`config.mk`:
```
export PLATFORM = sky130hd
export DESIGN_NAME = instr_decode_stage
export DESIGN_NICKNAME = d
export VERILOG_FILES = /design/src/rtl/instr_decode_pkg.sv /design/src/rtl/instr_onehot_decode.sv /design/src/rtl/instr_decode_stage.sv
export SDC_FILE = /design/constraint.sdc
export NUM_CORES = 1
export LEC_CHECK = 0
export ABC_AREA = 1
export CAP_MARGIN = 10
export CORE_UTILIZATION = 50
export DETAILED_ROUTE_END_ITERATION = 7
export PLACE_DENSITY = 0.88
export SETUP_SLACK_MARGIN = 0.15
export SKIP_CTS_REPAIR_TIMING = 1
export SLEW_MARGIN = 25
export SYNTH_ARGS = -nofsm -noshare
export SYNTH_HDL_FRONTEND = slang
export SYNTH_SLANG_ARGS = --single-unit
```
`constraint.sdc`:
```
create_clock -name CLK -period 3.83 [get_ports CLK]
set_input_delay 0.766 -clock CLK [delete_from_list [all_inputs] [get_ports CLK]]
set_output_delay 0.766 -clock CLK [all_outputs]
set_load 0.01 [all_outputs]
```
`src/rtl/instr_decode_pkg.sv`:
```
// Shared definitions for the MIPS decode stage.
//   - opcode / funct encodings of the supported 31-instruction subset
//   - bit positions of each instruction in the one-hot RESULT vector
//   - RESULT vector width
//   - skid-buffer state encoding
package instr_decode_pkg;

    localparam int RESULT_W = 54;

    // Primary opcodes (INSTR[31:26])
    localparam logic [5:0] OP_RTYPE = 6'h00;
    localparam logic [5:0] OP_J     = 6'h02;
    localparam logic [5:0] OP_JAL   = 6'h03;
    localparam logic [5:0] OP_BEQ   = 6'h04;
    localparam logic [5:0] OP_BNE   = 6'h05;
    localparam logic [5:0] OP_ADDI  = 6'h08;
    localparam logic [5:0] OP_ADDIU = 6'h09;
    localparam logic [5:0] OP_SLTI  = 6'h0A;
    localparam logic [5:0] OP_SLTIU = 6'h0B;
    localparam logic [5:0] OP_ANDI  = 6'h0C;
    localparam logic [5:0] OP_ORI   = 6'h0D;
    localparam logic [5:0] OP_XORI  = 6'h0E;
    localparam logic [5:0] OP_LUI   = 6'h0F;
    localparam logic [5:0] OP_LW    = 6'h23;
    localparam logic [5:0] OP_SW    = 6'h2B;

    // R-type function codes (INSTR[5:0])
    localparam logic [5:0] FN_SLL  = 6'h00;
    localparam logic [5:0] FN_SRL  = 6'h02;
    localparam logic [5:0] FN_SRA  = 6'h03;
    localparam logic [5:0] FN_SLLV = 6'h04;
    localparam logic [5:0] FN_SRLV = 6'h06;
    localparam logic [5:0] FN_SRAV = 6'h07;
    localparam logic [5:0] FN_JR   = 6'h08;
    localparam logic [5:0] FN_ADD  = 6'h20;
    localparam logic [5:0] FN_ADDU = 6'h21;
    localparam logic [5:0] FN_SUB  = 6'h22;
    localparam logic [5:0] FN_SUBU = 6'h23;
    localparam logic [5:0] FN_AND  = 6'h24;
    localparam logic [5:0] FN_OR   = 6'h25;
    localparam logic [5:0] FN_XOR  = 6'h26;
    localparam logic [5:0] FN_NOR  = 6'h27;
    localparam logic [5:0] FN_SLT  = 6'h2A;
    localparam logic [5:0] FN_SLTU = 6'h2B;

    // One-hot bit positions in RESULT
    localparam logic [4:0] IDX_ADD   = 5'd0;
    localparam logic [4:0] IDX_ADDU  = 5'd1;
    localparam logic [4:0] IDX_SUB   = 5'd2;
    localparam logic [4:0] IDX_SUBU  = 5'd3;
    localparam logic [4:0] IDX_AND   = 5'd4;
    localparam logic [4:0] IDX_OR    = 5'd5;
    localparam logic [4:0] IDX_XOR   = 5'd6;
    localparam logic [4:0] IDX_NOR   = 5'd7;
    localparam logic [4:0] IDX_SLT   = 5'd8;
    localparam logic [4:0] IDX_SLTU  = 5'd9;
    localparam logic [4:0] IDX_SLL   = 5'd10;
    localparam logic [4:0] IDX_SRL   = 5'd11;
    localparam logic [4:0] IDX_SRA   = 5'd12;
    localparam logic [4:0] IDX_SLLV  = 5'd13;
    localparam logic [4:0] IDX_SRLV  = 5'd14;
    localparam logic [4:0] IDX_SRAV  = 5'd15;
    localparam logic [4:0] IDX_JR    = 5'd16;
    localparam logic [4:0] IDX_ADDI  = 5'd17;
    localparam logic [4:0] IDX_ADDIU = 5'd18;
    localparam logic [4:0] IDX_ANDI  = 5'd19;
    localparam logic [4:0] IDX_ORI   = 5'd20;
    localparam logic [4:0] IDX_XORI  = 5'd21;
    localparam logic [4:0] IDX_LW    = 5'd22;
    localparam logic [4:0] IDX_SW    = 5'd23;
    localparam logic [4:0] IDX_BEQ   = 5'd24;
    localparam logic [4:0] IDX_BNE   = 5'd25;
    localparam logic [4:0] IDX_SLTI  = 5'd26;
    localparam logic [4:0] IDX_SLTIU = 5'd27;
    localparam logic [4:0] IDX_LUI   = 5'd28;
    localparam logic [4:0] IDX_J     = 5'd29;
    localparam logic [4:0] IDX_JAL   = 5'd30;

    // Skid-buffer occupancy
    localparam logic [1:0] ST_EMPTY = 2'b00;  // nothing held
    localparam logic [1:0] ST_MAIN  = 2'b01;  // main entry valid
    localparam logic [1:0] ST_FULL  = 2'b10;  // main and skid valid

endpackage

```
`src/rtl/instr_onehot_decode.sv`:
```
// Combinational one-hot decoder for the supported MIPS subset.
// Only opcode and funct are examined; register/shamt fields are ignored.
// Ports:
//   INSTR   in   32-bit instruction word
//   RESULT  out  one-hot decode, all zero for an unsupported encoding
//   ILLEGAL out  encoding matched no supported instruction
module instr_onehot_decode
    import instr_decode_pkg::*;
#(
    parameter int RESULT_W = instr_decode_pkg::RESULT_W
) (
    input  logic [31:0]         INSTR,
    output logic [RESULT_W-1:0] RESULT,
    output logic                ILLEGAL
);

    logic [5:0] opcode;
    logic [5:0] funct;
    logic [4:0] idx;
    logic       hit;
    logic       unused_fields;

    assign opcode        = INSTR[31:26];
    assign funct         = INSTR[5:0];
    assign unused_fields = ^INSTR[25:6];

    always_comb begin
        idx = 5'd0;
        hit = 1'b1;
        unique case (opcode)
            OP_RTYPE: begin
                unique case (funct)
                    FN_ADD:  idx = IDX_ADD;
                    FN_ADDU: idx = IDX_ADDU;
                    FN_SUB:  idx = IDX_SUB;
                    FN_SUBU: idx = IDX_SUBU;
                    FN_AND:  idx = IDX_AND;
                    FN_OR:   idx = IDX_OR;
                    FN_XOR:  idx = IDX_XOR;
                    FN_NOR:  idx = IDX_NOR;
                    FN_SLT:  idx = IDX_SLT;
                    FN_SLTU: idx = IDX_SLTU;
                    FN_SLL:  idx = IDX_SLL;
                    FN_SRL:  idx = IDX_SRL;
                    FN_SRA:  idx = IDX_SRA;
                    FN_SLLV: idx = IDX_SLLV;
                    FN_SRLV: idx = IDX_SRLV;
                    FN_SRAV: idx = IDX_SRAV;
                    FN_JR:   idx = IDX_JR;
                    default: hit = 1'b0;
                endcase
            end
            OP_ADDI:  idx = IDX_ADDI;
            OP_ADDIU: idx = IDX_ADDIU;
            OP_ANDI:  idx = IDX_ANDI;
            OP_ORI:   idx = IDX_ORI;
            OP_XORI:  idx = IDX_XORI;
            OP_LW:    idx = IDX_LW;
            OP_SW:    idx = IDX_SW;
            OP_BEQ:   idx = IDX_BEQ;
            OP_BNE:   idx = IDX_BNE;
            OP_SLTI:  idx = IDX_SLTI;
            OP_SLTIU: idx = IDX_SLTIU;
            OP_LUI:   idx = IDX_LUI;
            OP_J:     idx = IDX_J;
            OP_JAL:   idx = IDX_JAL;
            default:  hit = 1'b0;
        endcase
    end

    assign RESULT  = hit ? (RESULT_W'(1) << idx) : '0;
    assign ILLEGAL = ~hit;

endmodule

```
`src/rtl/instr_decode_stage.sv`:
```
// Registered MIPS decode stage with a 2-entry skid buffer.
// Words are decoded as they arrive and the full decoded set (one-hot
// result, illegal flag, raw word for field extraction, PC) is stored in
// the main or skid entry. The main entry drives the outputs.
// Optional feature macro: DECODE_ILLEGAL_CNT_EN enables the saturating
// illegal-delivery counter on ILLEGAL_CNT; otherwise it is tied to 0.
// Ports:
//   CLK, RST_N (sync, active low), FLUSH (drops everything held/incoming)
//   IN_VALID/IN_READY, INSTR, IN_PC           - fetch side handshake
//   OUT_VALID/OUT_READY, RESULT, RS, RT, RD, SHAMT, IMM16, JADDR,
//   OUT_PC, ILLEGAL                           - control-unit side
//   ILLEGAL_CNT                               - illegal deliveries seen
module instr_decode_stage
    import instr_decode_pkg::*;
#(
    parameter int PC_W     = 32,
    parameter int RESULT_W = instr_decode_pkg::RESULT_W
) (
    input  logic                CLK,
    input  logic                RST_N,
    input  logic                FLUSH,
    input  logic                IN_VALID,
    output logic                IN_READY,
    input  logic [31:0]         INSTR,
    input  logic [PC_W-1:0]     IN_PC,
    output logic                OUT_VALID,
    input  logic                OUT_READY,
    output logic [RESULT_W-1:0] RESULT,
    output logic [4:0]          RS,
    output logic [4:0]          RT,
    output logic [4:0]          RD,
    output logic [4:0]          SHAMT,
    output logic [15:0]         IMM16,
    output logic [25:0]         JADDR,
    output logic [PC_W-1:0]     OUT_PC,
    output logic                ILLEGAL,
    output logic [15:0]         ILLEGAL_CNT
);

    logic [1:0]          state, state_nx;
    logic                in_ready_q;
    logic                accept, out_xfer;
    logic                load_main_dec, load_main_skid, load_skid;

    logic [RESULT_W-1:0] dec_result, main_result, skid_result;
    logic                dec_illegal, main_illegal, skid_illegal;
    logic [31:0]         main_instr, skid_instr;
    logic [PC_W-1:0]     main_pc, skid_pc;

    instr_onehot_decode #(.RESULT_W(RESULT_W)) u_dec (
        .INSTR   (INSTR),
        .RESULT  (dec_result),
        .ILLEGAL (dec_illegal)
    );

    assign IN_READY  = in_ready_q;
    assign OUT_VALID = (state != ST_EMPTY);
    assign accept    = IN_VALID & in_ready_q;
    assign out_xfer  = OUT_VALID & OUT_READY;

    always_comb begin
        state_nx = state;
        if (FLUSH) begin
            state_nx = ST_EMPTY;
        end else begin
            unique case (state)
                ST_EMPTY: if (accept) state_nx = ST_MAIN;
                ST_MAIN: begin
                    if (accept && !out_xfer)      state_nx = ST_FULL;
                    else if (!accept && out_xfer) state_nx = ST_EMPTY;
                end
                ST_FULL:  if (out_xfer) state_nx = ST_MAIN;
                default:  state_nx = ST_EMPTY;
            endcase
        end
    end

    // Main reloads from the decoder when it is empty or draining this cycle;
    // otherwise an accepted word parks in skid until main drains.
    assign load_main_dec  = !FLUSH && accept &&
                            ((state == ST_EMPTY) || ((state == ST_MAIN) && out_xfer));
    assign load_skid      = !FLUSH && accept && (state == ST_MAIN) && !out_xfer;
    assign load_main_skid = !FLUSH && (state == ST_FULL) && out_xfer;

    always_ff @(posedge CLK) begin
        if (!RST_N) begin
            state        <= ST_EMPTY;
            in_ready_q   <= 1'b1;
            main_result  <= '0;
            main_illegal <= 1'b0;
            main_instr   <= '0;
            main_pc      <= '0;
            skid_result  <= '0;
            skid_illegal <= 1'b0;
            skid_instr   <= '0;
            skid_pc      <= '0;
        end else begin
            state      <= state_nx;
            in_ready_q <= (state_nx != ST_FULL);
            if (load_main_dec) begin
                main_result  <= dec_result;
                main_illegal <= dec_illegal;
                main_instr   <= INSTR;
                main_pc      <= IN_PC;
            end else if (load_main_skid) begin
                main_result  <= skid_result;
                main_illegal <= skid_illegal;
                main_instr   <= skid_instr;
                main_pc      <= skid_pc;
            end
            if (load_skid) begin
                skid_result  <= dec_result;
                skid_illegal <= dec_illegal;
                skid_instr   <= INSTR;
                skid_pc      <= IN_PC;
            end
        end
    end

    assign RESULT  = main_result;
    assign ILLEGAL = main_illegal;
    assign OUT_PC  = main_pc;
    assign RS      = main_instr[25:21];
    assign RT      = main_instr[20:16];
    assign RD      = main_instr[15:11];
    assign SHAMT   = main_instr[10:6];
    assign IMM16   = main_instr[15:0];
    assign JADDR   = main_instr[25:0];

`ifdef DECODE_ILLEGAL_CNT_EN
    // Counts only completed deliveries; a transfer coinciding with FLUSH
    // still completes and is counted, entries dropped by FLUSH are not.
    logic [15:0] illegal_cnt_q;
    always_ff @(posedge CLK) begin
        if (!RST_N)
            illegal_cnt_q <= '0;
        else if (out_xfer && main_illegal && (illegal_cnt_q != 16'hFFFF))
            illegal_cnt_q <= illegal_cnt_q + 16'd1;
    end
    assign ILLEGAL_CNT = illegal_cnt_q;
`else
    assign ILLEGAL_CNT = '0;
`endif

endmodule

```
* Word level (Yosys, flattened, before mapping) *
Cells that the tools add are included.

operators by class
  equality and inequality tests = 33
  order comparisons = 0
  mux-type cells = 19
  bitwise gates (word level) = 3
  multipliers = 0
  $add $sub $neg = 0
  reduce and logical (&&, ||, !) cells = 20
  shift operators = 1
  divide/modulo/power cells = 0

operators by type and width
  operator                number
  $mux W54                3
  $pmux W5 S16            1
  $pmux W5 S15            1
  $eq A6 B6 Y1 const B    12
  $mux W32                2
  $eq A6 B4 Y1 const B    9
  $shl A1 B5 Y54 const A  1
  $mux W26                2
  $eq A6 B3 Y1 const B    5
  $eq A6 B2 Y1 const B    4
  $reduce_or A17 Y1       1
  $reduce_or A14 Y1       1
  $logic_not A6 Y1        2
  $mux W2                 5
  $logic_and A1 B1 Y1     9
  $pmux W2 S3             1
  $reduce_bool A2 Y1      2
  $logic_not A1 Y1        3
  $mux W1                 3
  $and A1 B1 Y1           2
  $eq A2 B1 Y1 const B    1
  $eq A2 B2 Y1 const B    1
  $logic_not A2 Y1        1
  $ne A2 B2 Y1 const B    1
  other kinds (3)         3

storage, ports and cells
  memories = 0
  input bits = 69
  ROM bits = 0
  RAM bits = 0
  output and inout port bits = 167
  bits in latches = 0
  logic and storage cells = 86
  register bits after elaboration = 229

* Depth between registers and ports, before layout *
  depth in word-level cells = 8
  gate-level depth with buffers = 13
  mapped depth without buffers = 13

* Hierarchy *
Synthesis repeated with hierarchy kept, for this count alone.

unflattened totals
  cells, all modules = 1796
  area total of the unflattened synthesis = 11860.1 um^2

by module, submodules not included
  module               cells each  area each (um^2)  times used
  instr_decode_stage   1582        10805.4           1
  instr_onehot_decode  214         1054.8            1

* Worst setup path before layout *
No wires, ideal clock.

  path type = input to register
  start point = input port FLUSH
  end point = register main_result[17], in the netlist RESULT[17]
  buffers on the path = 2
  required time = 3.698 ns
  library setup time = 0.132 ns
  stages on the path = 8
  path slack = 1.861 ns
  arrival time = 1.836 ns
  cell sequence = nor2_1 -> nand2_1 -> nor2_1 -> clkbuf_1 -> clkbuf_1 -> nand2_1 -> o211ai_1 -> a21oi_1

between the ends
  word-level cells in the longest chain between the ends = 4

ends and longest elaborated chain
  item                                                         RTL line                                            source
  from (decl)                                                  instr_decode_stage.sv:21                            input logic FLUSH,
  $logic_not A1 Y1 *                                           instr_decode_stage.sv:80, instr_decode_stage.sv:83
  $logic_and A1 B1 Y1, on equally long branches (2 in series)  instr_decode_stage.sv:80, instr_decode_stage.sv:83
  $mux W54 or $reduce_bool A2 Y1 (tied branches)               --
  to (signal assigned)                                         instr_decode_stage.sv:101                           main_result <= dec_result;
  to (signal assigned)                                         instr_decode_stage.sv:106                           main_result <= skid_result;
  to (decl)                                                    instr_decode_stage.sv:45                            logic [RESULT_W-1:0] dec_result, main_result, skid_result;

Every way passes the cells marked *; elsewhere a longest branch is shown, timed or not.
A chain may end at the register's enable or synchronous reset.

* Worst setup path after layout *
  start point = input port INSTR[30]
  end point = register skid_result[13]

between the ends
  word-level cells in the longest chain between the ends = 4

ends and longest elaborated chain
  item                                                         RTL line                                              source
  from (decl)                                                  instr_decode_stage.sv:24                              input logic [31:0] INSTR,
  $eq A6 B4 Y1 (tied with other cells)                         instr_onehot_decode.sv:30                             unique case (opcode)
  $reduce_or A14 Y1 (no line) or $pmux W5 S15 (tied branches)  --
  $pmux W1 S2 or $shl A1 B5 Y54 (tied branches)                instr_onehot_decode.sv:30, instr_onehot_decode.sv:71
  $mux W54 *                                                   instr_onehot_decode.sv:71                             assign RESULT = hit ? (RESULT_W'(1) << idx) : '0;
  to (signal assigned)                                         instr_decode_stage.sv:112                             skid_result <= dec_result;
  to (decl)                                                    instr_decode_stage.sv:45

Marked as above.

==> metrics.md <==
| Metric | Value |
|---|---|
| GRT Util Overall | `0.252` |
| Min cycle time layout | `2.65 ns` |
| RR Startpoint | `state[0]$_SDFF_PN0_` |
| Largest net degree at the start of global routing | `126` |
| Post-route ant nets | `0` |
| Final hold violations | `0` |
| Setup Crit Path Kind | `in2reg` |
| DRC | `0` |
| Status | `complete, no violations` |
| Ys Warns | `0` |
| Worst clock skew | `0.0151 ns` |
| Unrepaired setup endpoints after global routing | `false` |
| # H-tree levels | `4` |
| Row cnt | `46` |
| Data arrival, critical path | `3.02 ns` |
| Worst path top cell family by delay | `simple AND/OR/NAND/NOR gates` |
| Starting Density | `0.511` |
| Worst Reg-to-Reg Cells | `8` |
| Port bufs | `197` |
| DR vias | `7872` |
| Worst vdd ir | `0.000280 V` |
| Hold endpoint | `skid_result[31]$_SDFFE_PN0P_` |
| Dpl cell area | `9760 sq um` |
| Startpoint Class | `primary input` |
| Seq cells post-synth | `185` |
| Most frequent CP cell | `nor2_1` |
| Post-synthesis sequential area ratio | `0.458` |
| Die area | `16700 sq um` |
| Worst-Margin Slew | `0.977 ns` |
| Clk pwr share | `0.417` |
| Pwr per Cell Area | `422 nW/um^2` |
| Worst-path maximum fanout | `15` |
| Final TNS setup | `0 ns` |
| Critical path's slowest cell | `nor2_1` |
| CTS root buf | `clkbuf_16` |
| Final hold slack | `0.452 ns` |
| First-pass GRT wire length | `33700 um` |
| IO Pins | `236` |
| Final period util | `0.693` |
| DRT Pass-1 Iters | `5` |
| Post-layout nets | `1320` |
| TritonCTS Buffers | `17` |
| Slew margin rel. | `0.349` |
| Sequential Power Share | `0.464` |
| Commonest cells after routing, fill and taps aside | `nand2_1 (305), clkdlybuf4s50_1 (196), dfxtp_1 (185)` |
| Initial antenna violation count | `0` |
| Max-Cap Viols | `0` |
| Worst-skew pair later-pin latency | `0.43 ns` |
| Inserted Diodes | `0` |
| Max Buffers Root-to-Sink | `2` |
| Comb power frac | `0.120` |
| Sequence of cells on the critical path | `clkdlybuf4s50_1, nor2_1, nand2_1, nor2_2, nand2_1, nor2_4, inv_1, nor2_1, nor2_1, nor2_1` |
| CTS tree | `built` |
| Count of cell types in the netlist | `27` |
| Reg clk slew, reported paths | `0.07 ns` |
| CP bufs+invs | `2` |
| DRT Wirelength | `21200 um` |
| Cell area after synthesis | `8090 sq um` |
| Layout cells sized above 1 | `0.0538` |
| Commonest non-fill, non-tap cell in the layout | `nand2_1` |
| CP endpoint kind | `register` |
| Die height | `129 um` |
| Remaining Overflow, GRT | `0` |
| HP Start | `skid_result[31]$_SDFFE_PN0P_` |
| Vias per cell | `5.32` |
| Hold Crit Class | `reg2reg` |
| Leakage | `4.06 nW` |
| Switching Share | `0.246` |
| Syn_area_per_cell | `7.14 sq um` |
| Hold Path Cell Cnt | `2` |
| Post-detailed-placement half-perimeter wirelength | `13400 um` |
| Total net switching power | `0.00108 W` |
| RR Endpoint | `OUT_PC[20]$_SDFFE_PN0P_` |
| WL/cell | `14.3 um` |
| Post-Syn Instances | `1133` |
| RD Place Congestion | `0.903` |
| DRT iter0 DRCs | `603` |
| Final core utilization | `0.657` |
| Fmax | `377 MHz` |
| Vias in the first global route | `6939` |
| Critical path data required time | `4.19 ns` |
| Area grow syn2layout | `28.4%` |
| Fill cells | `1377` |
| Internal | `0.00331 W` |
| Clk sinks | `185` |
| Final setup violating endpoints | `0` |
| R2R Setup Slk | `1.70 ns` |
| Final Cell Area | `10400 sq um` |
| Core area | `15800 sq um` |
| Crit-path max cell delay | `0.54 ns` |
| Slew Limit Fails | `0` |
| Die Wd | `129 um` |
cell families (layout without fill, tap and decap cells):
logic type / after synthesis / in the layout / synth area share
flops: 185 / 185 / 0.458
simple gates: 534 / 534 / 0.264
other cells: 1 / 38 / 0.000463
buf+inv: 180 / 274 / 0.119
compound gates: 233 / 233 / 0.159
sequential cells by signal, summed over array words and instances, names as in the netlist:
signal and count:
OUT_PC 32, RESULT 32, skid_pc 32, skid_result 32, main_instr 26, skid_instr 26, state 2, ILLEGAL 1
IN_READY 1, skid_illegal 1
worst min-delay path: stages, from the launching register on:
cell,delay (ns)
dfxtp_1,0.31
nand2_1,0.06
nor2_1,0.04
per-stage QoR:
| stage | worst slack [ns] | std cells | total power, W |
|---|---|---|---|
| 2_1_floorplan | 1.86 | 1170 | 0.00237 |
| 3_3_place_gp | 0.821 | 1447 | 0.00258 |
| 3_5_place_dp | 0.782 | 1447 | 0.00259 |
| 4_1_cts | 1.20 | 1479 | 0.00440 |
| 5_1_grt | 0.983 | 1480 | 0.00454 |
| 6_report | 1.18 | 1480 | 0.00438 |
cell usage after synthesis, drive strengths merged:
master,number,area (sq um)
nand2,306,1150
dfxtp,185,3700
nor2,161,629
o21ai,90,450
buf,83,603
a21oi,69,349
clkbuf,63,236
a31oi,58,363
nand3,54,275
inv,32,120
o211ai,13,97.6
nand4,8,50.1
nor3,3,15.0
a311oi,2,17.5
clkinv,2,7.51
nor4,2,12.5
a2111oi,1,8.76
conb,1,3.75
area by class of cell:
type,instances,area [sq um],share of cell area
inverters,34,130,0.0125
clock buffers,20,457,0.0439
repair buffers,208,2100,0.202
multi-input cells,805,3570,0.344
flip-flops and latches,185,3700,0.356
clock inverters,12,161,0.0155
well taps,216,270,0.0260
per-layer routing:
layer,GRT usage,up-vias,share of wire
met5,0,-,0
met4,0.107,0,0.026
met3,0.0537,42,0.078
met2,0.417,359,0.48
met1,0.319,3626,0.41
li1,-,3845,-
power groups by stage:
stage          Clock, W  Sequential (W)  Combinational (W)
6_report        0.00183         0.00203           0.000525
3_3_place_gp          0         0.00207           0.000509
5_1_grt         0.00193         0.00204           0.000574
2_1_floorplan         0         0.00209           0.000280
4_1_cts         0.00185         0.00203           0.000522
3_5_place_dp          0         0.00207           0.000520
how the worst max path moves through the flow:
stage,startpoint,end,cells past startpoint
after floorplan,FLUSH,RESULT[17]$_SDFFE_PN0P_,8
after global placement,OUT_READY,RESULT[19]$_SDFFE_PN0P_,9
after detailed placement,INSTR[30],skid_result[13]$_SDFFE_PN0P_,10
after CTS,INSTR[30],skid_result[13]$_SDFFE_PN0P_,10
after global routing,INSTR[30],RESULT[13]$_SDFFE_PN0P_,10
final,INSTR[30],skid_result[13]$_SDFFE_PN0P_,10
No activity file was read; power rests on OpenSTA's default activity.
